[src/rtl/uart_apb2mem_pkg.sv]
`default_nettype none
// ============================================================================
// Module   : uart_apb2mem_pkg
// Purpose  : Shared types and helpers for the UART APB-to-mem bridge:
//            bridge FSM state encoding, strobe width and byte-merge helper.
// Contents : apb2mem_state_e, DATA_W, STRB_W, merge_bytes()
// Revision : 1.0 - initial release
// ============================================================================
package uart_apb2mem_pkg;

   localparam int DATA_W = 32;
   localparam int STRB_W = DATA_W / 8;

   typedef enum logic [1:0] {
      IDLE   = 2'd0,
      MEM_RD = 2'd1,
      MEM_WR = 2'd2,
      RESP   = 2'd3
   } apb2mem_state_e;

   // Each byte lane comes from new_data when its strobe is set, otherwise
   // the previously stored byte is kept.
   function automatic logic [DATA_W-1:0] merge_bytes(
      input logic [DATA_W-1:0] old_data,
      input logic [DATA_W-1:0] new_data,
      input logic [STRB_W-1:0] strb
   );
      logic [DATA_W-1:0] res;
      res = old_data;
      for (int b = 0; b < STRB_W; b++) begin
         if (strb[b]) begin
            res[b*8 +: 8] = new_data[b*8 +: 8];
         end
      end
      return res;
   endfunction

endpackage : uart_apb2mem_pkg
`default_nettype wire

[src/rtl/uart_apb2mem.sv]
`default_nettype none
// ============================================================================
// Module   : uart_apb2mem
// Purpose  : APB4 completer bridging the peripheral bus onto the single-cycle
//            mem request interface of the UART register file. Every mem
//            request and every APB response is registered.
// Ports    : main_clk_i, main_rst_an_i (async, active-low)
//            apb_psel_i/penable_i/pwrite_i/paddr_i/pwdata_i/pstrb_i  (in)
//            apb_prdata_o/pready_o/pslverr_o                         (out)
//            mem_ena_o/addr_o/wena_o/wdata_o                         (out)
//            mem_rdata_i/err_i                                       (in)
// Options  : UART_APB2MEM_RMW_EN - partial-strobe writes become a
//            read-modify-write; otherwise they are rejected with pslverr.
// Revision : 1.0 - initial release
// ============================================================================
module uart_apb2mem #(
   parameter int ADDR_W = 13,
   parameter int DATA_W = 32
) (
   input  logic                  main_clk_i,
   input  logic                  main_rst_an_i,
   input  logic                  apb_psel_i,
   input  logic                  apb_penable_i,
   input  logic                  apb_pwrite_i,
   input  logic [ADDR_W+1:0]     apb_paddr_i,
   input  logic [DATA_W-1:0]     apb_pwdata_i,
   input  logic [DATA_W/8-1:0]   apb_pstrb_i,
   output logic [DATA_W-1:0]     apb_prdata_o,
   output logic                  apb_pready_o,
   output logic                  apb_pslverr_o,
   output logic                  mem_ena_o,
   output logic [ADDR_W-1:0]     mem_addr_o,
   output logic                  mem_wena_o,
   output logic [DATA_W-1:0]     mem_wdata_o,
   input  logic [DATA_W-1:0]     mem_rdata_i,
   input  logic                  mem_err_i
);
   import uart_apb2mem_pkg::*;

   generate
      if (DATA_W != 32) begin : g_bad_data_w
         $error("uart_apb2mem: DATA_W must be 32");
      end
   endgenerate

   apb2mem_state_e       state_q, state_d;
   logic                 mem_ena_q, mem_ena_d;
   logic                 mem_wena_q, mem_wena_d;
   logic [ADDR_W-1:0]    mem_addr_q, mem_addr_d;
   logic [DATA_W-1:0]    mem_wdata_q, mem_wdata_d;
   logic                 pready_q, pready_d;
   logic                 pslverr_q, pslverr_d;
   logic [DATA_W-1:0]    prdata_q, prdata_d;
`ifdef UART_APB2MEM_RMW_EN
   logic                 rmw_q, rmw_d;
   logic [STRB_W-1:0]    strb_q, strb_d;
`endif

   always_comb begin
      state_d     = state_q;
      mem_ena_d   = 1'b0;
      mem_wena_d  = 1'b0;
      mem_addr_d  = mem_addr_q;
      mem_wdata_d = mem_wdata_q;
      // Response outputs are pulses: only the transition into RESP sets them.
      pready_d    = 1'b0;
      pslverr_d   = 1'b0;
      prdata_d    = '0;
`ifdef UART_APB2MEM_RMW_EN
      rmw_d       = rmw_q;
      strb_d      = strb_q;
`endif
      case (state_q)
         IDLE: begin
            // pready is always low in IDLE; the term keeps the access-phase
            // qualifier complete and obvious.
            if (apb_psel_i && apb_penable_i && !apb_pready_o) begin
               if (apb_paddr_i[1:0] != 2'b00) begin
                  state_d   = RESP;
                  pready_d  = 1'b1;
                  pslverr_d = 1'b1;
               end else if (!apb_pwrite_i) begin
                  mem_addr_d = apb_paddr_i[ADDR_W+1:2];
                  mem_ena_d  = 1'b1;
                  state_d    = MEM_RD;
`ifdef UART_APB2MEM_RMW_EN
                  rmw_d      = 1'b0;
`endif
               end else if (apb_pstrb_i == '1) begin
                  mem_addr_d  = apb_paddr_i[ADDR_W+1:2];
                  mem_wdata_d = apb_pwdata_i;
                  mem_ena_d   = 1'b1;
                  mem_wena_d  = 1'b1;
                  state_d     = MEM_WR;
               end else if (apb_pstrb_i == '0) begin
                  state_d  = RESP;
                  pready_d = 1'b1;
               end else begin
`ifdef UART_APB2MEM_RMW_EN
                  // The write data is parked in the wdata register during
                  // the read; it is don't-care for the mem while wena=0.
                  mem_addr_d  = apb_paddr_i[ADDR_W+1:2];
                  mem_wdata_d = apb_pwdata_i;
                  strb_d      = apb_pstrb_i;
                  rmw_d       = 1'b1;
                  mem_ena_d   = 1'b1;
                  state_d     = MEM_RD;
`else
                  state_d   = RESP;
                  pready_d  = 1'b1;
                  pslverr_d = 1'b1;
`endif
               end
            end
         end
         MEM_RD: begin
`ifdef UART_APB2MEM_RMW_EN
            if (rmw_q && !mem_err_i) begin
               mem_wdata_d = merge_bytes(mem_rdata_i, mem_wdata_q, strb_q);
               mem_ena_d   = 1'b1;
               mem_wena_d  = 1'b1;
               state_d     = MEM_WR;
            end else if (rmw_q) begin
               state_d   = RESP;
               pready_d  = 1'b1;
               pslverr_d = 1'b1;
            end else
`endif
            begin
               state_d   = RESP;
               pready_d  = 1'b1;
               prdata_d  = mem_rdata_i;
               pslverr_d = mem_err_i;
            end
         end
         MEM_WR: begin
            // A failed RMW read never reaches MEM_WR, so only this access's
            // error contributes.
            state_d   = RESP;
            pready_d  = 1'b1;
            pslverr_d = mem_err_i;
         end
         RESP: begin
            state_d = IDLE;
         end
         default: begin
            state_d = IDLE;
         end
      endcase
   end

   always_ff @(posedge main_clk_i or negedge main_rst_an_i) begin
      if (!main_rst_an_i) begin
         state_q     <= IDLE;
         mem_ena_q   <= 1'b0;
         mem_wena_q  <= 1'b0;
         mem_addr_q  <= '0;
         mem_wdata_q <= '0;
         pready_q    <= 1'b0;
         pslverr_q   <= 1'b0;
         prdata_q    <= '0;
`ifdef UART_APB2MEM_RMW_EN
         rmw_q       <= 1'b0;
         strb_q      <= '0;
`endif
      end else begin
         state_q     <= state_d;
         mem_ena_q   <= mem_ena_d;
         mem_wena_q  <= mem_wena_d;
         mem_addr_q  <= mem_addr_d;
         mem_wdata_q <= mem_wdata_d;
         pready_q    <= pready_d;
         pslverr_q   <= pslverr_d;
         prdata_q    <= prdata_d;
`ifdef UART_APB2MEM_RMW_EN
         rmw_q       <= rmw_d;
         strb_q      <= strb_d;
`endif
      end
   end

   assign mem_ena_o     = mem_ena_q;
   assign mem_wena_o    = mem_wena_q;
   assign mem_addr_o    = mem_addr_q;
   assign mem_wdata_o   = mem_wdata_q;
   assign apb_pready_o  = pready_q;
   assign apb_pslverr_o = pslverr_q;
   assign apb_prdata_o  = prdata_q;

endmodule : uart_apb2mem
`default_nettype wire

[config.mk]
export PLATFORM = sky130hd
export DESIGN_NAME = uart_apb2mem
export DESIGN_NICKNAME = d
export VERILOG_FILES = /design/src/rtl/uart_apb2mem_pkg.sv /design/src/rtl/uart_apb2mem.sv
export SDC_FILE = /design/constraint.sdc
export NUM_CORES = 1
export LEC_CHECK = 0
export CAP_MARGIN = 10
export CORE_UTILIZATION = 61
export CTS_CLUSTER_DIAMETER = 40
export DETAILED_ROUTE_END_ITERATION = 12
export DONT_BUFFER_PORTS = 1
export PLACE_DENSITY_LB_ADDON = 0.05
export SLEW_MARGIN = 5
export SYNTH_ARGS = -nofsm -noshare
export SYNTH_HDL_FRONTEND = slang
export SYNTH_SLANG_ARGS = --single-unit
[constraint.sdc]
create_clock -name main_clk_i -period 2 [get_ports main_clk_i]
set_input_delay 0.4 -clock main_clk_i [delete_from_list [all_inputs] [get_ports main_clk_i]]
set_output_delay 0.4 -clock main_clk_i [all_outputs]
set_load 0.02 [all_outputs]
==> reports/results.md <==
| Quantity | This run |
|:---|:---|
| Clock Pin Slew Worst Setup and Hold Paths | 0.07 ns |
| Postcts setup bufs | 0 |
| Horizontal extent of the die | 72.73 um |
| Fraction of synthesis flops using an asynchronous set or reset pin | 1.000 |
| Failing checks | negative hold slack |
| 1st-iter DRT viols | 48 |
| Global-route wire length before repair | 8.204 mm |
| Max-slew violation count | 0 |
| Placed insts | 257 |
| Number of rows created at floorplan | 25 |
| Worst-Margin Slew | 0.7803 ns |
| Post-DR vias/cell | 5.743 |
| Seq. cell area | 2077 um^2 |
| Multi-input gate area | 914.6 um^2 |
| Setup TNS | 0 ns |
| Worst relative slew slack | 0.4798 |
| Syn_nets | 287 |
| Post-synth top area cell | sky130_fd_sc_hd__dfrtp_1 |
| Number of enable-type register cells in the synthesized netlist | 0 |
| Cells taking the most area after synthesis | sky130_fd_sc_hd__dfrtp_1 68%, sky130_fd_sc_hd__mux2_2 17%, sky130_fd_sc_hd__and2_1 6.6% |
| Root buf cell | sky130_fd_sc_hd__clkbuf_8 |
| Run status | finished, violations left |
| Final HPWL from detailed placement | 4.058 mm |
| Hold_ws | -0.2412 ns |
| Startpoint kind of the worst setup timing path | register |
| Sink Count | 83 |
| Core region area | 4755 um^2 |
| Vias | 1562 |
| MaxCap Viol Count | 0 |
| Worst-case clock buffer depth | 2 |
| RSZ-0062 raised after global routing | no |
| Startpoint-to-endpoint class of the critical path | register to register |
| Req. time, crit path | 2.21 ns |
| Clock tree from TritonCTS | built |
| Cts repair resizes | 0 |
| Total Die Area | 5290 um^2 |
| Worst Clk Skew | 0.005726 ns |
| Fraction of synthesized cell area taken by the top area cell type | 0.6806 |
| Critical-path maximum fanout | 33 |
| Final net count | 293 |
| Clock buffers created by TritonCTS | 9 |
| Synth unique cells | 25 |
| Number of H-tree levels | 3 |
| Count of final hold-check violations | 83 |
| Final Routed Wirelength | 5.505 mm |
| Leading cell type by number of instances after synthesis | sky130_fd_sc_hd__dfrtp_1 |
| Portion of the post-synthesis area used by sequential elements | 0.6806 |
| Final Setup Violations | 0 |
| Tot GR Track Use | 0.2165 |
| Period Utilization, post-route | 0.9168 |
| Die boundary height | 72.73 um |
| Remaining global-route overflow | 0 |
| Fraction of layout instances using a drive strength above 1 | 0.3220 |
| Clock latency on the worst-skew pair | 0.33 ns |
| Number of input and output port buffers inserted | 0 |
| Largest net degree at the start of global routing | 84 |
| Worst min-delay path category | primary input to asynchronous set/reset pin |
| Final core utilization | 0.7047 |
| Via count of the first global-routing pass | 1645 |
| Number of antenna violations at the first check in global routing | 0 |
| # diodes | 0 |
| Pwr Total | 0.004397 W |
| Timing-limited maximum frequency | 545.4 MHz |
| Power per cell area | 1312 nW/um^2 |
| Leading post-synthesis cells by instance count | 83 x sky130_fd_sc_hd__dfrtp_1, 45 x sky130_fd_sc_hd__mux2_2, 32 x sky130_fd_sc_hd__and2_1, 4 x sky130_fd_sc_hd__inv_1 |
| Final GP Congestion | 0.7853 |
| Data arrival at the endpoint of the critical path | 2.04 ns |
| Worst IR Drop VDD | 0.0007520 V |
| Post-route minimum period | 1.834 ns |
| Synth Warn # | 0 |
| Relative area change from synthesis to final layout | 9.799% |
| Number of fill cells | 347 |
| Count of antenna-violating nets left after detailed routing | 0 |
| Synthesized flop and latch total | 83 |
| Cell count after synthesis | 195 |
| Most used DFF post-synth | sky130_fd_sc_hd__dfrtp_1 |
| Number of DRC violations after detailed routing | 0 |
| Final standard cell count with taps included and fillers excluded | 272 |
| Reported leakage power | 1.683 nW |
| Detailed-route wire length per cell | 20.24 um |
| I/O pin count | 170 |
| Starting Density | 0.6418 |
| Syn avg cell area | 15.65 um^2 |
| Post-Synthesis Cell Area | 3052 um^2 |
| Category of the worst setup path capture point | register |
| Length of the first detailed-routing pass in iterations | 4 |
==> sequential cells by signal, indices dropped and copies added (netlist names) <==
register	count
mem_wdata_o	32
mem_ena_o	1
apb_pready_o	1
mem_addr_o	13
apb_pslverr_o	1
state_q	2
apb_prdata_o	32
mem_wena_o	1
==> metrics by stage <==
stage               worst slack (ns)  hold slack, ns  cell area [um^2]
global placement              0.2490          0.1059              3126
floorplan                     0.2092          0.1044              3052
finish                        0.1664         -0.2412              3351
global route                 0.04397         -0.2726              3351
CTS                           0.1525         -0.2649              3351
detailed placement            0.1699          0.1058              3126
==> critical path, cell delays in order (launching register included) <==
cell and delay, ns:
sky130_fd_sc_hd__dfrtp_1 0.41, sky130_fd_sc_hd__inv_1 0.08, sky130_fd_sc_hd__ha_1 0.21, sky130_fd_sc_hd__and4b_1 0.23
sky130_fd_sc_hd__and3_1 0.20, sky130_fd_sc_hd__buf_12 0.22, sky130_fd_sc_hd__mux2_2 0.36
==> placed cells by master (no fill, tap or decap) <==
| cell type | count |
|---|---|
| sky130_fd_sc_hd__dfrtp_1 | 83 |
| sky130_fd_sc_hd__mux2_2 | 45 |
| sky130_fd_sc_hd__and2_1 | 32 |
| sky130_fd_sc_hd__clkbuf_8 | 11 |
| sky130_fd_sc_hd__inv_1 | 4 |
| sky130_fd_sc_hd__nand3b_1 | 3 |
| sky130_fd_sc_hd__ha_1 | 3 |
| sky130_fd_sc_hd__a21oi_1 | 2 |
| sky130_fd_sc_hd__mux2i_1 | 2 |
| sky130_fd_sc_hd__bufinv_16 | 2 |
| sky130_fd_sc_hd__buf_4 | 2 |
| sky130_fd_sc_hd__or2_4 | 1 |
| sky130_fd_sc_hd__nand4_1 | 1 |
| sky130_fd_sc_hd__or3_2 | 1 |
| sky130_fd_sc_hd__and4b_1 | 1 |
| sky130_fd_sc_hd__o211ai_1 | 1 |
| sky130_fd_sc_hd__or4_1 | 1 |
| sky130_fd_sc_hd__nor2_1 | 1 |
| sky130_fd_sc_hd__o31ai_1 | 1 |
| sky130_fd_sc_hd__and4_1 | 1 |
| sky130_fd_sc_hd__nor3b_1 | 1 |
| sky130_fd_sc_hd__and3_1 | 1 |
| sky130_fd_sc_hd__a2111oi_4 | 1 |
| sky130_fd_sc_hd__a22o_1 | 1 |
| sky130_fd_sc_hd__clkinv_4 | 1 |
| sky130_fd_sc_hd__clkinv_2 | 1 |
| sky130_fd_sc_hd__buf_12 | 1 |
==> area by class of cell <==
type / count / area share
clock buffers: 11 / 0.04518
clock inverters: 4 / 0.02203
inverters: 4 / 0.004481
multi-input cells: 100 / 0.2730
flip-flops and latches: 83 / 0.6199
well taps: 67 / 0.02502
repair buffers: 3 / 0.01046
==> logic make-up (layout without fill, tap and decap cells) <==
| logic type | after synthesis | after routing | synth area share |
|---|---|---|---|
| simple gates | 44 | 44 | 0.09472 |
| flops | 83 | 83 | 0.6806 |
| mux | 47 | 47 | 0.1726 |
| compound gates | 6 | 6 | 0.02009 |
| fa+ha+maj | 3 | 3 | 0.01230 |
| buf+inv | 12 | 22 | 0.01968 |
==> report_power, final <==
group	internal [W]	switching [W]	total, W
combinational	0.000280	0.000261	0.000541
sequential	0.00200	0.000562	0.00256
clock	0.000765	0.000531	0.00130
total	0.00304	0.00135	0.00440
==> layer usage <==
| metal | track usage | up-vias | wire length (um) |
|---|---|---|---|
| li1 | - | 663 | - |
| met1 | 0.2146 | 785 | 1837 |
| met2 | 0.3780 | 108 | 2914 |
| met3 | 0.1243 | 6 | 693 |
| met4 | 0.07407 | 0 | 60 |
| met5 | 0 | - | 0 |
==> worst paths after layout <==
check,end,slack (ns),cells after the start,startpoint
worst max register to register,mem_wdata_o[30],0.17,6,state_q[0]
worst max-delay path,mem_wdata_o[30],0.17,6,state_q[0]
max in group asynchronous,apb_prdata_o[23],2.11,0,main_rst_an_i
worst min-delay path,mem_wdata_o[4],-0.24,0,main_rst_an_i
min in group main_clk_i,apb_prdata_o[7],0.19,1,mem_rdata_i[7]
worst min register to register,state_q[1],0.63,2,state_q[1]
No activity file was read; power rests on OpenSTA's default activity.
